### src/rtl/pc_gen.sv
// Purpose : fetch-PC generator; holds the fetch PC, advances it on accepted
//           fetches, and steers it to branch/jump/jr/exception/eret targets.
// Latency : a redirect accepted in cycle N is the fetch PC in cycle N+1;
//           pc4_o and fetch_valid_o are combinational from the state register.
// Backpressure: the PC advances only on fetch_valid_o & fetch_ready_i. A decode
//           redirect that cannot be accepted is parked until stall_i drops.
//
// Ports
//   clk_i          clock, all state on the rising edge
//   rst_ni         synchronous reset, active-low, overrides every other input
//   stall_i        pipeline stall from the hazard unit
//   fetch_ready_i  imem accepts the request this cycle
//   fetch_valid_o  pc_o is a live fetch request
//   pc_o / pc4_o   current fetch PC and pc_o + INC
//   br_taken_i, br_pc4_i, br_off_i   decode branch resolution (offset in words)
//   j_en_i, j_index_i                decode J/JAL
//   jr_en_i, jr_target_i             decode JR/JALR
//   exc_en_i                         exception taken at commit
//   eret_en_i, epc_i                 ERET at commit and its return PC
//   redir_pend_o   a decode redirect is parked
//   addr_err_o     one-cycle pulse after pc_o is loaded with a misaligned value

module pc_gen #(
    parameter int              PC_W      = 32,
    parameter int              IDX_W     = 26,
    parameter int              INC       = 4,
    parameter logic [PC_W-1:0] RESET_VEC = 32'hBFC00000,
    parameter logic [PC_W-1:0] EXC_VEC   = 32'hBFC00380
) (
    input  logic             clk_i,
    input  logic             rst_ni,
    input  logic             stall_i,
    input  logic             fetch_ready_i,
    output logic             fetch_valid_o,
    output logic [PC_W-1:0]  pc_o,
    output logic [PC_W-1:0]  pc4_o,
    input  logic             br_taken_i,
    input  logic [PC_W-1:0]  br_pc4_i,
    input  logic [PC_W-1:0]  br_off_i,
    input  logic             j_en_i,
    input  logic [IDX_W-1:0] j_index_i,
    input  logic             jr_en_i,
    input  logic [PC_W-1:0]  jr_target_i,
    input  logic             exc_en_i,
    input  logic             eret_en_i,
    input  logic [PC_W-1:0]  epc_i,
    output logic             redir_pend_o,
    output logic             addr_err_o
);

    localparam logic [PC_W-1:0] INC_V = PC_W'(INC);

    typedef enum logic [1:0] {
        ST_BOOT = 2'd0,
        ST_RUN  = 2'd1,
        ST_HOLD = 2'd2
    } state_e;

    state_e            state_q, state_d;
    logic [PC_W-1:0]   pc_q, pc_d;
    logic [PC_W-1:0]   pend_pc_q, pend_pc_d;
    logic              addr_err_q, addr_err_d;

    // ------------------------------------------------------------------
    // Target computation
    // ------------------------------------------------------------------
    logic              commit_redir;
    logic [PC_W-1:0]   commit_tgt;
    logic              dec_redir;
    logic [PC_W-1:0]   dec_tgt;
    logic [PC_W-1:0]   jump_tgt;
    logic [PC_W-1:0]   br_tgt;
    logic              accept;
    logic              pc_we;

    // J keeps the region bits of the delay-slot PC and replaces the rest.
    assign jump_tgt = {br_pc4_i[PC_W-1:IDX_W+2], j_index_i, 2'b00};
    // Offset is in words; the shift drops the top two bits, which is the
    // same as a modulo-2^PC_W add of (offset * 4).
    assign br_tgt   = br_pc4_i + {br_off_i[PC_W-3:0], 2'b00};

    // Commit-stage redirects outrank anything decode is asking for: they
    // also kill a parked redirect, so they are kept separate.
    assign commit_redir = exc_en_i | eret_en_i;
    assign commit_tgt   = exc_en_i ? EXC_VEC : epc_i;

    assign dec_redir = jr_en_i | j_en_i | br_taken_i;

    always_comb begin
        dec_tgt = br_tgt;
        if (jr_en_i) begin
            dec_tgt = jr_target_i;
        end else if (j_en_i) begin
            dec_tgt = jump_tgt;
        end
    end

    // ------------------------------------------------------------------
    // Fetch handshake
    // ------------------------------------------------------------------
    assign fetch_valid_o = (state_q == ST_RUN) & ~stall_i;
    assign accept        = fetch_valid_o & fetch_ready_i;

    // ------------------------------------------------------------------
    // Next-state logic
    // ------------------------------------------------------------------
    always_comb begin
        state_d   = state_q;
        pc_d      = pc_q;
        pend_pc_d = pend_pc_q;
        pc_we     = 1'b0;

        if (commit_redir) begin
            // Takes effect from any state, ignoring stall and fetch_ready.
            pc_d    = commit_tgt;
            pc_we   = 1'b1;
            state_d = ST_RUN;
        end else begin
            unique case (state_q)
                ST_BOOT: begin
                    state_d = ST_RUN;
                end
                ST_RUN: begin
                    if (accept) begin
                        pc_we = 1'b1;
                        pc_d  = dec_redir ? dec_tgt : pc_q + INC_V;
                    end else if (dec_redir) begin
                        // Decode only presents the redirect for one cycle,
                        // so it has to be captured now or it is lost.
                        pend_pc_d = dec_tgt;
                        state_d   = ST_HOLD;
                    end
                end
                ST_HOLD: begin
                    // Decode inputs here belong to the wrong path.
                    if (!stall_i) begin
                        pc_d    = pend_pc_q;
                        pc_we   = 1'b1;
                        state_d = ST_RUN;
                    end
                end
                default: begin
                    state_d = ST_RUN;
                end
            endcase
        end

        addr_err_d = pc_we & (pc_d[1:0] != 2'b00);
    end

    // ------------------------------------------------------------------
    // State register
    // ------------------------------------------------------------------
    always_ff @(posedge clk_i) begin
        if (!rst_ni) begin
            state_q    <= ST_BOOT;
            pc_q       <= RESET_VEC;
            pend_pc_q  <= '0;
            addr_err_q <= 1'b0;
        end else begin
            state_q    <= state_d;
            pc_q       <= pc_d;
            pend_pc_q  <= pend_pc_d;
            addr_err_q <= addr_err_d;
        end
    end

    // ------------------------------------------------------------------
    // Outputs
    // ------------------------------------------------------------------
    assign pc_o         = pc_q;
    assign pc4_o        = pc_q + INC_V;
    assign redir_pend_o = (state_q == ST_HOLD);
    assign addr_err_o   = addr_err_q;

endmodule

### config.mk
export PLATFORM = sky130hd
export DESIGN_NAME = pc_gen
export DESIGN_NICKNAME = d
export VERILOG_FILES = /design/src/rtl/pc_gen.sv
export SDC_FILE = /design/constraint.sdc
export NUM_CORES = 1
export LEC_CHECK = 0
export ABC_AREA = 0
export CORE_ASPECT_RATIO = 0.6
export CORE_UTILIZATION = 49
export DETAILED_ROUTE_END_ITERATION = 8
export GPL_TIMING_DRIVEN = 1
export PLACE_DENSITY = 0.95
export RECOVER_POWER = 50
export SETUP_SLACK_MARGIN = 0.4
export SYNTH_ARGS = -nofsm -noshare
export SYNTH_HDL_FRONTEND = slang
export SYNTH_SLANG_ARGS = --single-unit
### constraint.sdc
create_clock -name clk_i -period 4.1 [get_ports clk_i]
set_clock_uncertainty 0.05 [all_clocks]
set_input_delay 0.41 -clock clk_i [delete_from_list [all_inputs] [get_ports clk_i]]
set_output_delay 0.41 -clock clk_i [all_outputs]
set_load 0.05 [all_outputs]
==> out/qor.txt, run 1 <==
Status: completed
Clock Pin Slew Worst Setup and Hold Paths: 60 ps
Yosys cell types: 84
Worst path cell trace: dlygate4sd3_1, or2_2, nor2_1, clkbuf_1, or3_1, clkbuf_1, o21ai_0, and2_1
Worst-Skew Late Latency: 340 ps
Fraction of layout cells with a size suffix above 1: 0.0539
Max Fclk: 269 MHz
Critical Path Fanout Max: 24
Post-synth EDFFs: 0
Die width: 146 um
CTS sink count: 67
Flop pwr share: 0.300
Antenna violations before repair: 0
Worst r2r src: state_q[1]
GR Overflow Total: 0
H-tree depth: 3
Asr flop ratio synth: 0
Post-Syn Instances: 823
Seq/Total Area, Yosys: 0.222
Remaining DRCs: 0
CTS Root Cell: clkbuf_16
Logic pwr share: 0.397
Met3 usage: 0.0958
CP max-delay cell: clkbuf_1
RSZ-0062 raised after global routing: no
Post-Layout Inst Area: 8740 um^2
I/O pins: 230
Final worst-path cycle share: 0.905
Synth Flop Type: dfxtp_1
Diodes inserted: 0
Worst path required time: 4290 ps
Sw power: 0.000895 W
Row cnt: 31
Count of final setup violators: 0
Ys Warns: 0
Die Ht: 88.1 um
TritonRoute pass-1 iters: 6
Cell Area, Synth: 6050 um^2
Net Sw Frac: 0.369
Wire length per cell: 20.7 um
Detailed placer's ending HPWL: 19100 um
Largest net degree at the start of global routing: 42
Final hold slack: 413 ps
Int Pwr: 0.00153 W
Hold Fails Final Rpt: 0
Slew HR: 0.257
P_leak: 3.43 nW
Maximum VDD drop: 210 uV
Met2 GRT Util: 0.612
Non-filler cells in the finished layout: 1204
Die area: 12800 um^2
WHS Endpoint: pend_pc_q[1]
Number of global-route vias before repair: 7203
# fillers: 966
Flop2flop setup slack: 1030 ps
Fin. max-slew vios: 0
Top Usage Layer GRT: met2
Placed Cells: 1188
Port Buffers: 227
Dpl cell area: 8490 um^2
CP peak stage delay: 880 ps
Via-to-Cell Ratio: 6.46
Commonest non-fill, non-tap cell in the layout: clkdlybuf4s50_1
Worst hold path class: register to register
Max-cap violations: 0
GPL Wtd Cong: 0.999
CP Class: input pin to register
Synth Area per Inst: 7.36 um^2
Met1 Usage GRT: 0.513
Core Area: 12100 um^2
Worst-case clock buffer depth: 2
Sum Neg Setup Slack: 0 ps
CTS tree: done
CTS buffer count: 9
Drt initial violations: 1169
Routed WL: 25000 um
Starting Density: 0.502
R2r endpoint: pend_pc_q[15]
Min-delay src: pend_pc_q[1]
Clock Power Share: 0.303
Crit end category: register
Worst Setup Start Kind: input pin
Minimum clock period after layout: 3710 ps
FF-to-FF path depth: 7
PwrDens: 277 nW/um^2
Post-synthesis net count: 1019
Post-DRT Antenna Nets: 0
Critical Path Most Common Cell: clkbuf_1
Synth-to-Final Area Change: 44.4%
Most frequent cells in the layout: 178 x clkdlybuf4s50_1, 97 x nand2_1, 83 x a21oi_1
WHS Path Cells: 2
Post-CTS Hold Buffers: 0
WP data arrival: 3900 ps
Detailed-route via count: 7779
Worst-margin pin slew: 1110 ps
First-pass GRT wire length: 38400 um
Total GRT Usage: 0.386
Fin util: 0.725
Fin nets: 1230
Register bit total from synthesis: 67
[cell usage after synthesis (5+ instances only)]
master,number,area [um^2]
nand2_1,97,364
a21oi_1,83,415
nor2_1,77,289
dfxtp_1,67,1340
o21ai_0,53,265
clkbuf_1,38,143
ha_1,32,400
nand3_1,30,150
xnor2_1,23,201
xor2_1,20,175
a21o_1,14,105
inv_1,14,52.6
o21a_1,13,97.6
a211oi_1,12,90.1
a221o_1,12,120
a221oi_1,11,96.3
a31oi_1,11,68.8
mux2i_1,11,110
o211ai_1,11,82.6
or3_1,11,68.8
and3_1,10,62.6
nor3_1,10,50.1
nand2b_1,9,56.3
nand4_1,9,56.3
a22oi_1,8,60.1
and2_1,8,50.1
nor2b_1,8,50.1
o22ai_1,8,50.1
o21ai_1,7,35.0
o221ai_1,5,43.8
o311ai_0,5,43.8
o31ai_1,5,37.5
[final cells by class]
class	instances	area, um^2	share of cell area
Tap cell	165	206	0.0236
Clock inverter	2	10.0	0.00114
Clock buffer	14	264	0.0302
Timing Repair Buffer	253	2450	0.281
Inverter	15	56.3	0.00644
Sequential cell	67	1340	0.153
Multi-Input combinational cell	688	4410	0.504
[metrics by stage]
stage | power, W | worst slack [ps]
2_1_floorplan | 0.00130 | 814
3_3_place_gp | 0.00167 | 577
3_5_place_dp | 0.00169 | 451
4_1_cts | 0.00241 | 432
5_1_grt | 0.00251 | 348
6_report | 0.00243 | 389
[timing repair]
item / CTS / global route
buffers inserted: 0 / 0
gates resized for setup: 0 / 4
hold endpoints to repair: 0 / 0
setup endpoints to repair: 0 / 4
[logic make-up after synthesis]
family / count (synthesis) / synth area share
AO/OA/AOI/OAI: 301 / 0.335
XOR/XNOR: 43 / 0.0622
adder cells (fa/ha/maj): 33 / 0.0694
buffers and inverters: 68 / 0.0517
flip-flops: 67 / 0.222
multiplexers: 12 / 0.0200
AND/OR/NAND/NOR: 299 / 0.240
[routing by layer]
| layer | vias up | part of all wire | wire length, um |
|---|---|---|---|
| met1 | 3552 | 0.40 | 9940 |
| met4 | 0 | 0.033 | 830 |
| met2 | 636 | 0.42 | 10600 |
| met5 | - | 0 | 0 |
| met3 | 93 | 0.14 | 3590 |
| li1 | 3498 | - | - |
[state kept, by name, indices dropped and copies added (netlist names)]
| register | flops |
|---|---|
| pc_o | 32 |
| pend_pc_q | 32 |
| state_q | 2 |
| addr_err_o | 1 |
[how the worst max path moves through the flow]
stage,from,endpoint,cells after the start
final,jr_en_i,pend_pc_q[15],8
after global routing,jr_en_i,pend_pc_q[5],9
after CTS,pc_o[13],pc4_o[28],7
after detailed placement,br_pc4_i[2],pend_pc_q[18],13
after global placement,br_pc4_i[2],pend_pc_q[18],13
after floorplan,pc_o[13],pc_o[28],9
[power by group through the flow]
| stage | Combinational [W] | Clock (W) | Sequential (W) |
|---|---|---|---|
| floorplan | 0.000500 | 0 | 0.000803 |
| global placement | 0.000934 | 0 | 0.000738 |
| detailed placement | 0.000950 | 0 | 0.000739 |
| CTS | 0.000957 | 0.000730 | 0.000726 |
| global route | 0.00102 | 0.000759 | 0.000730 |
| finish | 0.000963 | 0.000734 | 0.000728 |
[critical path: cells and delay by family]
kind / cells / cell delay (ps)
AOI/OAI and AO/OA: 1 / 210
buffers and inverters: 3 / 2020
and+or+nand+nor: 4 / 1250
Note: power is estimated with default switching activity, not from simulation.
==> run 2, diff against run 1 <==
--- a/config.mk
+++ b/config.mk
@@ -6,7 +6,6 @@
 export NUM_CORES = 1
 export LEC_CHECK = 0
 export ABC_AREA = 0
-export CORE_ASPECT_RATIO = 0.6
 export CORE_UTILIZATION = 49
 export DETAILED_ROUTE_END_ITERATION = 8
 export GPL_TIMING_DRIVEN = 1
==> run 2 against run 1 <==
Compared with the run above:
- non-clock buffer count fell by 4
- die area is 0.11% lower
- total power grew 2.1%
- final cell count down 1.8%
- clock power is 8.6% higher
- critical path type unchanged
==> out/qor.txt, run 2 (synthesis results as in run 1) <==
Status: completed (unchanged)
GR Overflow Total: 0 (unchanged)
Fin. max-slew vios: 0 (unchanged)
Non-filler cells in the finished layout: 1182 (was 1204)
Placed Cells: 1166 (was 1188)
Worst Setup Start Kind: input pin (unchanged)
Drt initial violations: 830 (was 1169)
Worst path cell trace: dlygate4sd3_1, clkbuf_1, inv_1, nand2_1, o22ai_1, a311o_1, or4_1, a21oi_1 (was dlygate4sd3_1, or2_2, nor2_1, clkbuf_1, or3_1, clkbuf_1, o21ai_0, and2_1)
Remaining DRCs: 0 (unchanged)
PwrDens: 284 nW/um^2 (was 277 nW/um^2)
Core Area: 12000 um^2 (was 12100 um^2)
Largest net degree at the start of global routing: 47 (was 42)
Number of global-route vias before repair: 7038 (was 7203)
Worst path required time: 4320 ps (was 4290 ps)
Die area: 12800 um^2 (about the same)
Count of final setup violators: 0 (unchanged)
Post-CTS Hold Buffers: 0 (unchanged)
CTS Root Cell: clkbuf_16 (unchanged)
Sum Neg Setup Slack: 0 ps (unchanged)
Final worst-path cycle share: 0.882 (was 0.905)
Detailed placer's ending HPWL: 17700 um (was 19100 um)
Max-cap violations: 0 (unchanged)
Synth-to-Final Area Change: 44.3% (was 44.4%)
CTS buffer count: 9 (unchanged)
TritonRoute pass-1 iters: 7 (was 6)
CP peak stage delay: 990 ps (was 880 ps)
Row cnt: 40 (was 31)
Worst-case clock buffer depth: 2 (unchanged)
Slew HR: 0.153 (was 0.257)
Starting Density: 0.504 (was 0.502)
CTS sink count: 67 (unchanged)
Via-to-Cell Ratio: 6.42 (was 6.46)
Hold Fails Final Rpt: 0 (unchanged)
Post-DRT Antenna Nets: 0 (unchanged)
Total GRT Usage: 0.364 (was 0.386)
Worst-margin pin slew: 1270 ps (was 1110 ps)
Crit end category: register (unchanged)
# fillers: 961 (was 966)
Detailed-route via count: 7584 (was 7779)
GPL Wtd Cong: 0.963 (was 0.999)
Worst-Skew Late Latency: 340 ps (about the same)
Buf+Inv Stages, Crit Path: 3 (unchanged)
Postcts setup bufs: 0 (unchanged)
Worst hold path class: register to register (unchanged)
Diodes inserted: 0 (unchanged)
First-pass GRT wire length: 36400 um (was 38400 um)
Commonest non-fill, non-tap cell in the layout: clkdlybuf4s50_1 (unchanged)
Critical Path Fanout Max: 27 (was 24)
Port Buffers: 227 (unchanged)
Register Area: 1340 um^2 (unchanged)
Die Ht: 113 um (was 88.1 um)
WP data arrival: 3830 ps (was 3900 ps)
CTS tree: done (unchanged)
Crit path max-delay family: buffers and inverters (unchanged)
Minimum clock period after layout: 3620 ps (was 3710 ps)
Area taken by multi-input logic gates: 4410 um^2 (about the same)
CP Class: input pin to register (unchanged)
I/O pins: 230 (unchanged)
CP max-delay cell: clkbuf_1 (unchanged)
Clock Pin Slew Worst Setup and Hold Paths: 50 ps (was 60 ps)
Wire length per cell: 19.8 um (was 20.7 um)
P_leak: 3.45 nW (was 3.43 nW)
Die width: 113 um (was 146 um)
Routed WL: 23400 um (was 25000 um)
Fraction of layout cells with a size suffix above 1: 0.0541 (was 0.0539)
Final hold slack: 405 ps (was 413 ps)
Fin nets: 1226 (was 1230)
RSZ-0062 raised after global routing: no (unchanged)
Maximum VDD drop: 199 uV (was 210 uV)
Antenna violations before repair: 0 (unchanged)
Most frequent cells in the layout: 176 x clkdlybuf4s50_1, 97 x nand2_1, 83 x a21oi_1 (was 178 x clkdlybuf4s50_1, 97 x nand2_1, 83 x a21oi_1)
Max Fclk: 277 MHz (was 269 MHz)
H-tree depth: 3 (unchanged)
==> run 2: changes by cell type in the layout (fill, tap and decap cells not counted), sizes merged <==
cell and change:
dlygate4sd2 +1, buf -2, clkinv -2, clkdlybuf4s50 -2, dlymetal6s2s +1
==> run 2: layer usage <==
| metal | up-vias | routed length [um] | global-route usage |
|---|---|---|---|
| met5 | - | 0 | 0 |
| met4 | 0 | 936 | 0.157 |
| met3 | 88 | 2830 | 0.0691 |
| met2 | 613 | 10700 | 0.605 |
| met1 | 3404 | 9010 | 0.460 |
| li1 | 3479 | - | - |
==> run 2: metrics by stage <==
step / setup WS, ps / util / instance area (um^2) / total power [W]
2_1_floorplan: 814 / - / 6050 / 0.00130
3_3_place_gp: 622 / 0.702 / 8430 / 0.00167
3_5_place_dp: 602 / 0.702 / 8430 / 0.00168
4_1_cts: 411 / 0.728 / 8740 / 0.00247
5_1_grt: 252 / 0.727 / 8740 / 0.00257
6_report: 484 / 0.727 / 8740 / 0.00248
==> run 2: layout make-up <==
class / instances / share of cell area
inverters: 15 / 0.00645
flip-flops and latches: 67 / 0.154
well taps: 147 / 0.0211
clock buffers: 16 / 0.0357
multi-input cells: 688 / 0.504
repair buffers: 249 / 0.279
==> run 2: worst register-to-register path: cells and delay by family, from the launching register on <==
family,cells,cell delay [ps]
adder cells (fa/ha/maj),1,260
buffers and inverters,2,440
multiplexers,1,180
flip-flops,1,340
AO/OA/AOI/OAI,3,1140
AND/OR/NAND/NOR,1,380
==> run 2: final timing paths <==
| check | slack (ps) | startpoint | depth (start not counted) | to |
|---|---|---|---|---|
| worst min register to register | 400 | pend_pc_q[10] | 2 | pend_pc_q[10] |
| worst min-delay path | 400 | pend_pc_q[10] | 2 | pend_pc_q[10] |
| worst max-delay path | 480 | jr_en_i | 8 | pc_o[11] |
| worst max register to register | 1230 | state_q[1] | 8 | pc_o[30] |
==> run 2: timing repair <==
item,CTS,global route
gates resized for setup,1,5
hold endpoints to repair,0,0
endpoints found under the setup margin,1,5
==> run 2: power breakdown <==
group	internal [W]	switching, W
registers	0.000687	0.0000387
logic	0.000402	0.000553
clock network	0.000509	0.000288
total	0.00160	0.000880
==> run 3, diff against run 2 <==
--- a/config.mk
+++ b/config.mk
@@ -6,10 +6,11 @@
 export NUM_CORES = 1
 export LEC_CHECK = 0
 export ABC_AREA = 0
-export CORE_UTILIZATION = 49
+export CORE_UTILIZATION = 46
+export CTS_BUF_LIST = sky130_fd_sc_hd__clkbuf_4 sky130_fd_sc_hd__clkbuf_8
 export DETAILED_ROUTE_END_ITERATION = 8
 export GPL_TIMING_DRIVEN = 1
-export PLACE_DENSITY = 0.95
+export PLACE_DENSITY = 0.91
 export RECOVER_POWER = 50
 export SETUP_SLACK_MARGIN = 0.4
 export SYNTH_ARGS = -nofsm -noshare
==> constraint.sdc (replaced) <==
create_clock -name clk_i -period 3.75 [get_ports clk_i]
set_clock_uncertainty 0.05 [all_clocks]
set_input_delay 0.375 -clock clk_i [delete_from_list [all_inputs] [get_ports clk_i]]
set_output_delay 0.375 -clock clk_i [all_outputs]
set_load 0.05 [all_outputs]
==> run 3 against run 2 <==
Compared with the run above:
- first-iteration DRC count fell by 13%
- critical path depth is 1 lower
- routed wire length down 0.88%
- combinational power rose by 9%
- die area rose by 6.4%
- clock power shrank 28%
- largest cell class unchanged
- flip-flop and latch count unchanged
- register-to-register slack got worse by 140 ps
- non-clock buffer count increased by 10
- design area down 0.46%
- global-route usage shrank 1.8 points
- setup slack got worse by 39 ps
==> out/qor.txt, run 3 (synthesis results as in run 1) <==
GR Overflow Total: 0 (unchanged)
First-pass GRT wire length: 35900 um (was 36400 um)
Flop pwr share: 0.329 (was 0.293)
Status: completed (unchanged)
Critical Path Most Common Cell: and3_1
Final worst-path cycle share: 0.881
Flop2flop setup slack: 1090 ps (was 1230 ps)
Detailed placer's ending HPWL: 18400 um (was 17700 um)
GPL Wtd Cong: 0.964 (was 0.963)
PwrDens: 277 nW/um^2 (was 284 nW/um^2)
Hold Fails Final Rpt: 0 (unchanged)
WP data arrival: 2880 ps (was 3830 ps)
Buf+Inv Stages, Crit Path: 2 (was 3)
Total GRT Usage: 0.346 (was 0.364)
Highest routed layer: met4 (unchanged)
Count of final setup violators: 0 (unchanged)
Core Area: 12700 um^2 (was 12000 um^2)
Drt initial violations: 725 (was 830)
Worst path cell trace: and3_1, nand2_1, nor2_1, buf_4, and3_1, xor2_1, clkdlybuf4s50_1 (was dlygate4sd3_1, clkbuf_1, inv_1, nand2_1, o22ai_1, a311o_1, or4_1, a21oi_1)
Largest net degree at the start of global routing: 38 (was 47)
Maximum VDD drop: 138 uV (was 199 uV)
Setup slack after layout: 445 ps (was 484 ps)
CTS Root Cell: clkbuf_8 (was clkbuf_16)
R2r endpoint: pc_o[28] (was pc_o[30])
Net Sw Frac: 0.382 (was 0.355)
Min-delay src: pend_pc_q[11] (was pend_pc_q[10])
Sw power: 0.000918 W (was 0.000880 W)
Clock Power Share: 0.237 (was 0.322)
Via-to-Cell Ratio: 6.12 (was 6.42)
Worst hold path class: register to register (unchanged)
CP Class: register to primary output (was input pin to register)
Slew HR: 0.357 (was 0.153)
# fillers: 1117 (was 961)
FF-to-FF path depth: 9 (was 8)
Fin nets: 1236 (was 1226)
Number of global-route vias before repair: 6894 (was 7038)
Commonest non-fill, non-tap cell in the layout: clkdlybuf4s50_1 (unchanged)
Most frequent cells in the layout: 163 x clkdlybuf4s50_1, 97 x nand2_1, 83 x a21oi_1 (was 176 x clkdlybuf4s50_1, 97 x nand2_1, 83 x a21oi_1)
Synth-to-Final Area Change: 43.6% (was 44.3%)
Logic pwr share: 0.434 (was 0.385)
Die Ht: 117 um (was 113 um)
CTS tree: done (unchanged)
Worst r2r src: pc_o[13] (was state_q[1])
Crit end category: primary output (was register)
Postcts setup bufs: 0 (unchanged)
WHS Path Cells: 2 (unchanged)
Crit path max-delay family: buffers and inverters (unchanged)
CTS sink count: 67 (unchanged)
Remaining DRCs: 0 (unchanged)
Setup WS pre-CTS: 291 ps (was 602 ps)
Worst Setup Start Kind: register (was input pin)
Detailed-route via count: 7454 (was 7584)
Wire length per cell: 19.1 um (was 19.8 um)
Worst-margin pin slew: 964 ps (was 1270 ps)
WL met2: 10400 um (was 10700 um)
Critical Path Fanout Max: 5 (was 27)
Max Fclk: 303 MHz
Fin. max-slew vios: 0 (unchanged)
CP peak stage delay: 870 ps (was 990 ps)
Row cnt: 41 (was 40)
Starting Density: 0.476 (was 0.504)
P_leak: 3.53 nW (was 3.45 nW)
Worst path required time: 3320 ps (was 4320 ps)
Max-cap violations: 0 (unchanged)
Met1 wire length: 9010 um (about the same)
Minimum clock period after layout: 3310 ps
Int Pwr: 0.00149 W (was 0.00160 W)
Routed WL: 23200 um (was 23400 um)
Port Buffers: 227 (unchanged)
Post-DRT Antenna Nets: 0 (unchanged)
Die width: 117 um (was 113 um)
Fraction of layout cells with a size suffix above 1: 0.0670 (was 0.0541)
Clock Pin Slew Worst Setup and Hold Paths: 70 ps (was 50 ps)
Sum Neg Setup Slack: 0 ps (unchanged)
Register Area: 1340 um^2 (unchanged)
DR WL met3: 3000 um (was 2830 um)
Area taken by multi-input logic gates: 4400 um^2 (was 4410 um^2)
Antenna violations before repair: 1 (was 0)
WHS Endpoint: pend_pc_q[11] (was pend_pc_q[10])
CTS buffer count: 9 (unchanged)
TritonRoute pass-1 iters: 5 (was 7)
CP max-delay cell: clkdlybuf4s50_1 (was clkbuf_1)
Die area: 13600 um^2 (was 12800 um^2)
H-tree depth: 3 (unchanged)
I/O pins: 230 (unchanged)
Worst-Skew Late Latency: 350 ps (was 340 ps)
RSZ-0062 raised after global routing: no (unchanged)
Worst-case clock buffer depth: 2 (unchanged)
==> run 3: final cells by class <==
type | instances | area share
antenna | 1 | 0.000288
clock buffer | 14 | 0.0200
sequential | 67 | 0.154
tap | 172 | 0.0247
inverter | 15 | 0.00647
multi-input combinational | 688 | 0.506
clock inverter | 2 | 0.00115
timing repair buffer | 259 | 0.287
==> run 3: how the worst max path moves through the flow <==
stage | startpoint | end | slack, ps | depth (start not counted)
after floorplan | pc_o[13] | pc_o[28] | 460 | 9
after global placement | br_pc4_i[2] | pc_o[20] | 380 | 13
after detailed placement | br_off_i[0] | pc_o[20] | 290 | 13
after CTS | pc_o[13] | pc4_o[28] | 420 | 7
after global routing | br_pc4_i[3] | pc_o[21] | 390 | 11
final | pc_o[4] | pc4_o[17] | 440 | 7
==> run 3: through the flow <==
step                      area [um^2]  utilization  total power [W]  std cells  hold WS, ps
after global routing             8690        0.683          0.00250       1217          418
after CTS                        8710        0.684          0.00240       1217          406
after global placement           8530        0.671          0.00184       1201          392
after floorplan                  6050            -          0.00142        823          384
after detailed placement         8530        0.671          0.00185       1201          397
final                            8700        0.684          0.00241       1218          409
==> run 3: layer usage <==
metal | up-vias | global-route usage
li1 | 3503 | -
met1 | 3328 | 0.450
met2 | 556 | 0.553
met3 | 67 | 0.0669
met4 | 0 | 0.160
met5 | - | 0
==> run 3: power groups by stage <==
stage	sequential [W]	combinational, W	clock (W)
finish	0.000791	0.00104	0.000571
global placement	0.000804	0.00103	0
detailed placement	0.000806	0.00104	0
CTS	0.000790	0.00104	0.000567
global route	0.000795	0.00112	0.000593
floorplan	0.000878	0.000546	0
==> run 3: what timing repair did <==
item | in CTS | in global routing
resized for setup | 10 | 16
hold endpoints to repair | 0 | 0
cloned | 0 | 0
hold buffers | 0 | 0
setup endpoints to repair | 10 | 12
==> run 3: worst reg2reg max path, delay by kind of cell, from the launching register on <==
family | cells | cell delay [ps]
AOI/OAI and AO/OA | 3 | 570
and+or+nand+nor | 5 | 1270
DFF | 1 | 490
xor gates and xnor gates | 1 | 180
